===== src/rtl/pwm_bank.sv =====
// Multi-channel PWM bank with programmable period, prescaler and inversion.
// Period, prescale and duty values are staged and applied together at period wrap.
module pwm_bank #(
    parameter int NUM_CH  = 16,
    parameter int PRESC_W = 8
) (
    input  logic              clk,
    input  logic              rst,
    input  logic              wr_en,
    input  logic [6:0]        wr_addr,
    input  logic [7:0]        wr_data,
    output logic [NUM_CH-1:0] out,
    output logic              period_start
);

    logic [NUM_CH-1:0]  out_en_q, out_en_d;
    logic [NUM_CH-1:0]  pwm_en_q, pwm_en_d;
    logic               inv_q, inv_d;
    logic [7:0]         top_s_q, top_s_d;
    logic [7:0]         top_q, top_d;
    logic [PRESC_W-1:0] presc_s_q, presc_s_d;
    logic [PRESC_W-1:0] presc_q, presc_d;
    logic [7:0]         duty_s_q [NUM_CH];
    logic [7:0]         duty_s_d [NUM_CH];
    logic [7:0]         duty_q [NUM_CH];
    logic [7:0]         duty_d [NUM_CH];
    logic [PRESC_W-1:0] pcnt_q, pcnt_d;
    logic [7:0]         cnt_q, cnt_d;
    logic [NUM_CH-1:0]  out_q, out_d;
    logic               ps_q, ps_d;
    logic               tick;
    logic               upd;

    always_comb begin
        out_en_d  = out_en_q;
        pwm_en_d  = pwm_en_q;
        inv_d     = inv_q;
        top_s_d   = top_s_q;
        top_d     = top_q;
        presc_s_d = presc_s_q;
        presc_d   = presc_q;
        duty_s_d  = duty_s_q;
        duty_d    = duty_q;
        out_d     = '0;

        tick   = (pcnt_q == presc_q);
        upd    = tick && (cnt_q == top_q);
        pcnt_d = tick ? '0 : pcnt_q + 1'b1;
        cnt_d  = cnt_q;
        if (tick) begin
            cnt_d = upd ? 8'd0 : cnt_q + 8'd1;
        end

        // Live copies take the staged values before this cycle's write lands
        if (upd) begin
            top_d   = top_s_q;
            presc_d = presc_s_q;
            duty_d  = duty_s_q;
        end

        if (wr_en) begin
            for (int i = 0; i < NUM_CH; i++) begin
                if (wr_addr == 7'(i / 8)) begin
                    out_en_d[i] = wr_data[i % 8];
                end
                if (wr_addr == 7'(4 + i / 8)) begin
                    pwm_en_d[i] = wr_data[i % 8];
                end
                if (wr_addr == 7'(16 + i)) begin
                    duty_s_d[i] = wr_data;
                end
            end
            case (wr_addr)
                7'h08:   inv_d     = wr_data[0];
                7'h09:   top_s_d   = wr_data;
                7'h0A:   presc_s_d = wr_data[PRESC_W-1:0];
                default: ;
            endcase
        end

        for (int i = 0; i < NUM_CH; i++) begin
            if (out_en_q[i]) begin
                out_d[i] = pwm_en_q[i] ? ((cnt_q < duty_q[i]) ^ inv_q) : 1'b1;
            end
        end
        ps_d = (cnt_q == 8'd0) && (pcnt_q == '0);
    end

    always_ff @(posedge clk) begin
        if (rst) begin
            out_en_q  <= '0;
            pwm_en_q  <= '0;
            inv_q     <= 1'b0;
            top_s_q   <= 8'hFF;
            top_q     <= 8'hFF;
            presc_s_q <= '0;
            presc_q   <= '0;
            duty_s_q  <= '{default: '0};
            duty_q    <= '{default: '0};
            pcnt_q    <= '0;
            cnt_q     <= '0;
            out_q     <= '0;
            ps_q      <= 1'b0;
        end else begin
            out_en_q  <= out_en_d;
            pwm_en_q  <= pwm_en_d;
            inv_q     <= inv_d;
            top_s_q   <= top_s_d;
            top_q     <= top_d;
            presc_s_q <= presc_s_d;
            presc_q   <= presc_d;
            duty_s_q  <= duty_s_d;
            duty_q    <= duty_d;
            pcnt_q    <= pcnt_d;
            cnt_q     <= cnt_d;
            out_q     <= out_d;
            ps_q      <= ps_d;
        end
    end

    assign out          = out_q;
    assign period_start = ps_q;

endmodule


===== config.mk =====
export PLATFORM = sky130hd
export DESIGN_NAME = pwm_bank
export DESIGN_NICKNAME = d
export VERILOG_FILES = /design/src/rtl/pwm_bank.sv
export SDC_FILE = /design/constraint.sdc
export NUM_CORES = 1
export LEC_CHECK = 0
export ABC_AREA = 1
export CORE_AREA = 2 2 220 222
export DETAILED_ROUTE_END_ITERATION = 6
export DIE_AREA = 0 0 222 224
export SLEW_MARGIN = 30
export SYNTH_ARGS = -nofsm -noshare
export SYNTH_HDL_FRONTEND = slang
export SYNTH_SLANG_ARGS = --single-unit

===== constraint.sdc =====
create_clock -name clk -period 3.9 [get_ports clk]
set_clock_uncertainty 0.05 [all_clocks]
set_input_delay 0.78 -clock clk [delete_from_list [all_inputs] [get_ports clk]]
set_output_delay 0.78 -clock clk [all_outputs]
set_load 0.1 [all_outputs]

## Yosys cells after proc, flatten, opt, wreduce, memory -nomap -nowiden

Cells that the tools add are included.

- Register bits: 354
- Output and inout port bits: 17
- Logic and storage cells: 196

- $add $sub $neg: 2
- Magnitude comparators: 16
- Eq/ne operators: 24
- Muxes and demuxes: 17
- Bitwise logic cells: 32
- Reduce and logical (&&, ||, !) cells: 45

Operator list:

| operator | number |
|---|---|
| $lt A8 B8 Y1 | 16 |
| $eq A7 B5 Y1 const B | 16 |
| $reduce_and A2 Y1 | 23 |
| $reduce_or A2 Y1 | 17 |
| $eq A7 B4 Y1 const B | 3 |
| $add A8 B1 Y8 const B | 2 |
| $eq A8 B8 Y1 | 2 |
| $logic_not A8 Y1 | 2 |
| $mux W1 | 16 |
| $not A1 Y1 | 16 |
| $xor A1 B1 Y1 | 16 |
| $eq A7 B3 Y1 const B | 2 |
| $mux W8 | 1 |
| $eq A7 B1 Y1 const B | 1 |
| $logic_not A7 Y1 | 1 |
| $logic_and A1 B1 Y1 | 2 |

## Logic depth before layout (Yosys ltp)

- Word-level depth: 3
- Gate-level depth with buffers: 12

## Least setup slack after synthesis

Ideal clock, no wire load.

- Path type: input port to flip-flop
- From: input port wr_addr[5]
- To: register duty_s_q[125] (netlist name)
- Setup time: 0.128 ns
- Arrival: 1.909 ns
- Path slack: 1.813 ns
- Stages on the path: 9
- Cells stage by stage: nor2_1 > nand2_1 > inv_1 > nand2_1 > inv_1 > nand4_1 > clkbuf_1 > o21ai_0 > a21oi_1

- Longest elaborated chain between the ends: 2

RTL lines:

| item | RTL line | source |
|---|---|---|
| start: declaration | 10 | `input logic [6:0] wr_addr,` |
| $eq A7 B5 Y1 | 69 | `if (wr_addr == 7'(16 + i)) begin` |
| $reduce_and A2 Y1 (no line) | -- |  |
| end signal: assignment | 112 | `duty_s_q <= duty_s_d;` |
| end: declaration | 23 | `logic [7:0] duty_s_q [NUM_CH];` |

No other way between the ends.
A chain may end at the register's enable or synchronous reset.

## Worst setup path after layout

- From: register out_q[11] (netlist: out[11])
- To: output port out[11]

RTL lines:

| item | RTL line | source |
|---|---|---|
| start: declaration | 29 | `logic [NUM_CH-1:0] out_q, out_d;` |
| start signal: assignment | 116 | `out_q <= out_d;` |
| end: declaration | 12 | `output logic [NUM_CH-1:0] out,` |

No word-level cell between the ends.

==> impl_metrics.yaml <==
synth:
  synth_commonest_cells: "nand2_1, nor2_1, dfxtp_1"
  netlist.area_leader.share_pct: 43.2
  synth_area_leader_cell: "dfxtp_1"
  synth_cell_types: 26
  synth.yosys.warnings: 0
  synth_nets: 2453
  yosysSeqAreaShare_pct: 43.2
  syn_inst: 2319
  synth_ff_type: "dfxtp_1"
  synth-async-reset-ratio_pct: 0
  synth_edf_count: 0
  yosys_register_bits: 354
  synth.top_cells.by_area: "dfxtp_1, nand2_1, nor2_1"
  netlist_area_mm2: 0.0164
  yosysMostFrequentCell: "nand2_1"
  avgSynthCellArea_um2: 7.08
timing:
  worstMarginPinSlew_ps: 999
  hold_viol: 0
  fin_ws_ps: 1010
  final-setup-viol-count: 0
  fmax_mhz: 346
  rsz0062_at_grt: "no"
  period_share_pct: 74.0
  min_period_ps: 2890
  tns_ps: 0
  slew_violations: 0
  slew_headroom_pct: 33.3
worst_setup_path:
  slowest_stage: "clkdlybuf4s50_1"
  cp.arrival_ps: 2060
  crit_required_ps: 3070
  crit_end: "out[11]"
  startpoint: "out[11]"
  critical_path_class: "reg -> out"
  slowest_delay_ps: 1160
  rr_startpoint: "cnt_q[3]"
  worst-path-buf-inv: 1
  critical_path.top_delay_family: "buffers and inverters"
  ff2ff_path_depth: 9
  cp_max_fo: 1
  crit_chain: "clkdlybuf4s50_1"
  critical_path.endpoint_type: "primary output"
  cp.depth: 1
  r2r-end: "duty_q[82]"
  cp-start-kind: "register"
  r2r_slack_ps: 1320
cells_and_area:
  fill_cells: 4845
  drive_gt1_share_pct: 5.20
  fin_nets: 2473
  area_growth_pct: 14.9
  final_cells: 2982
drt:
  via_per_inst: 4.59
  wl_per_cell_um: 14.0
  vias: 13700
  ant_nets: 0
  routed_wl_um: 41700
  drc: 0
  first_pass_iters: 6
  drtIter0Drc: 922
floorplanning:
  rows: 80
  core_area_mm2: 0.0473
  die_area_mm2: 0.0497
  initial_utilization_pct: 34.7
  io-pin-count: 35
  die_w_um: 222
  die_h_um: 224
clock_network:
  cts.sinks: 354
  postCtsSetupBuffers: 0
  path_clk_slew_ps: 60
  cts_resized: 0
  htree_levels: 2
  cts_tree: "done"
  cts_buffers: 38
  cts_root_buf: "clkbuf_16"
  cts.path.max_buffers: 3
  clock_latency_ps: 530
  cts.hold.buffers_added: 0
place:
  gp_congestion: 0.827
  dp.cells: 2914
  port_buffers: 34
  hpwl_um: 26900
  dp_slack_ps: 789
grt:
  grt_max_degree: 129
  grt_first_pass_wirelength_um: 67100
  grt_use_total_pct: 16.9
  grt_pass1_vias: 12700
  antenna_found_initial: 1
  overflow: 0
power:
  powerDensity_mw_per_mm2: 415
  ir_worst_vdd_mv: 0.310
  p_leak_nw: 7.80
worst_hold_path:
  worstHoldPathType: "reg -> reg"
outcome:
  outcome: "finished clean"
run:
  cap_violations: 0
==> area by class of cell <==
cell class	count	area (um2)	share of cell area, %
multi-input cells	1524	7590	40.3
diodes	1	2.50	0.0133
clock inverters	8	100	0.531
flip-flops and latches	354	7090	37.6
repair buffers	85	793	4.21
inverters	336	1270	6.73
well taps	615	769	4.08
clock buffers	59	1240	6.60
==> tightest hold or removal path, delay by kind of cell, from the launching register on <==
kind             cells  cell delay, ps
and+or+nand+nor      2              90
DFF                  1             300
==> through the flow <==
step | power (W) | util (%) | cell area [um2] | hold slack [ps]
after floorplan | 0.00396 | - | 16400 | 372
after global placement | 0.00412 | 37.0 | 17500 | 381
after detailed placement | 0.00412 | 37.0 | 17500 | 379
after CTS | 0.00793 | 39.8 | 18900 | 390
after global routing | 0.00812 | 39.8 | 18900 | 405
final | 0.00783 | 39.8 | 18900 | 387
==> per-layer routing <==
layer | GRT usage, % | part of all wire [%] | up-vias
li1 | - | - | 7263
met1 | 22.3 | 48 | 6160
met2 | 28.8 | 46 | 221
met3 | 2.16 | 3.7 | 51
met4 | 4.90 | 2.0 | 0
met5 | 0 | 0 | -
==> registers in the layout (all words and copies together), names as in the netlist, 8 cells and up <==
signal     cells
duty_q       128
duty_s_q     128
out           16
out_en_q      16
pwm_en_q      16
cnt_q          8
pcnt_q         8
presc_q        8
presc_s_q      8
top_q          8
top_s_q        8
==> worst min-delay path by stage <==
stage / end / startpoint / slack (ps) / depth (start not counted)
2_1_floorplan: out[0] / out_en_q[0] / 370 / 2
6_report: out[9] / out_en_q[9] / 390 / 2
3_3_place_gp: out[9] / out_en_q[9] / 380 / 2
4_1_cts: out[9] / out_en_q[9] / 390 / 2
3_5_place_dp: out[9] / out_en_q[9] / 380 / 2
5_1_grt: out[12] / out_en_q[12] / 410 / 2
==> report_power, final <==
group	switching (W)	internal [W]	total (W)	leakage (nW)
Combinational	0.000285	0.000122	0.000407	4.28
Clock	0.00147	0.00232	0.00379	0.665
Sequential	0.00000890	0.00363	0.00364	2.85
==> layout by cell type (no fill, tap or decap), types with 3 or more instances in the layout <==
cell type and n:
nor3b_1 3, ha_1 116, buf_4 45, xnor2_1 15, a21oi_1 183, dfxtp_1 354
o211ai_1 8, buf_12 6, nand4_1 11, xor2_1 4, nor3_1 6, clkbuf_8 15
clkbuf_1 3, o21a_1 16, nand2_1 534, clkbuf_16 41, o21ai_0 131, clkdlybuf4s50_1 33
nor2_1 409, nand3_1 41, a211oi_1 40, inv_1 333, clkinv_2 3
==> cell families after synthesis <==
group / after synthesis / share of synthesized area, %
xor gates and xnor gates: 19 / 1.01
adders and majority gates: 116 / 8.84
and+or+nand+nor: 1010 / 23.8
DFF: 354 / 43.2
AOI/OAI and AO/OA: 379 / 12.5
buffers and inverters: 441 / 10.6
Power figures use the tool's default switching activity.
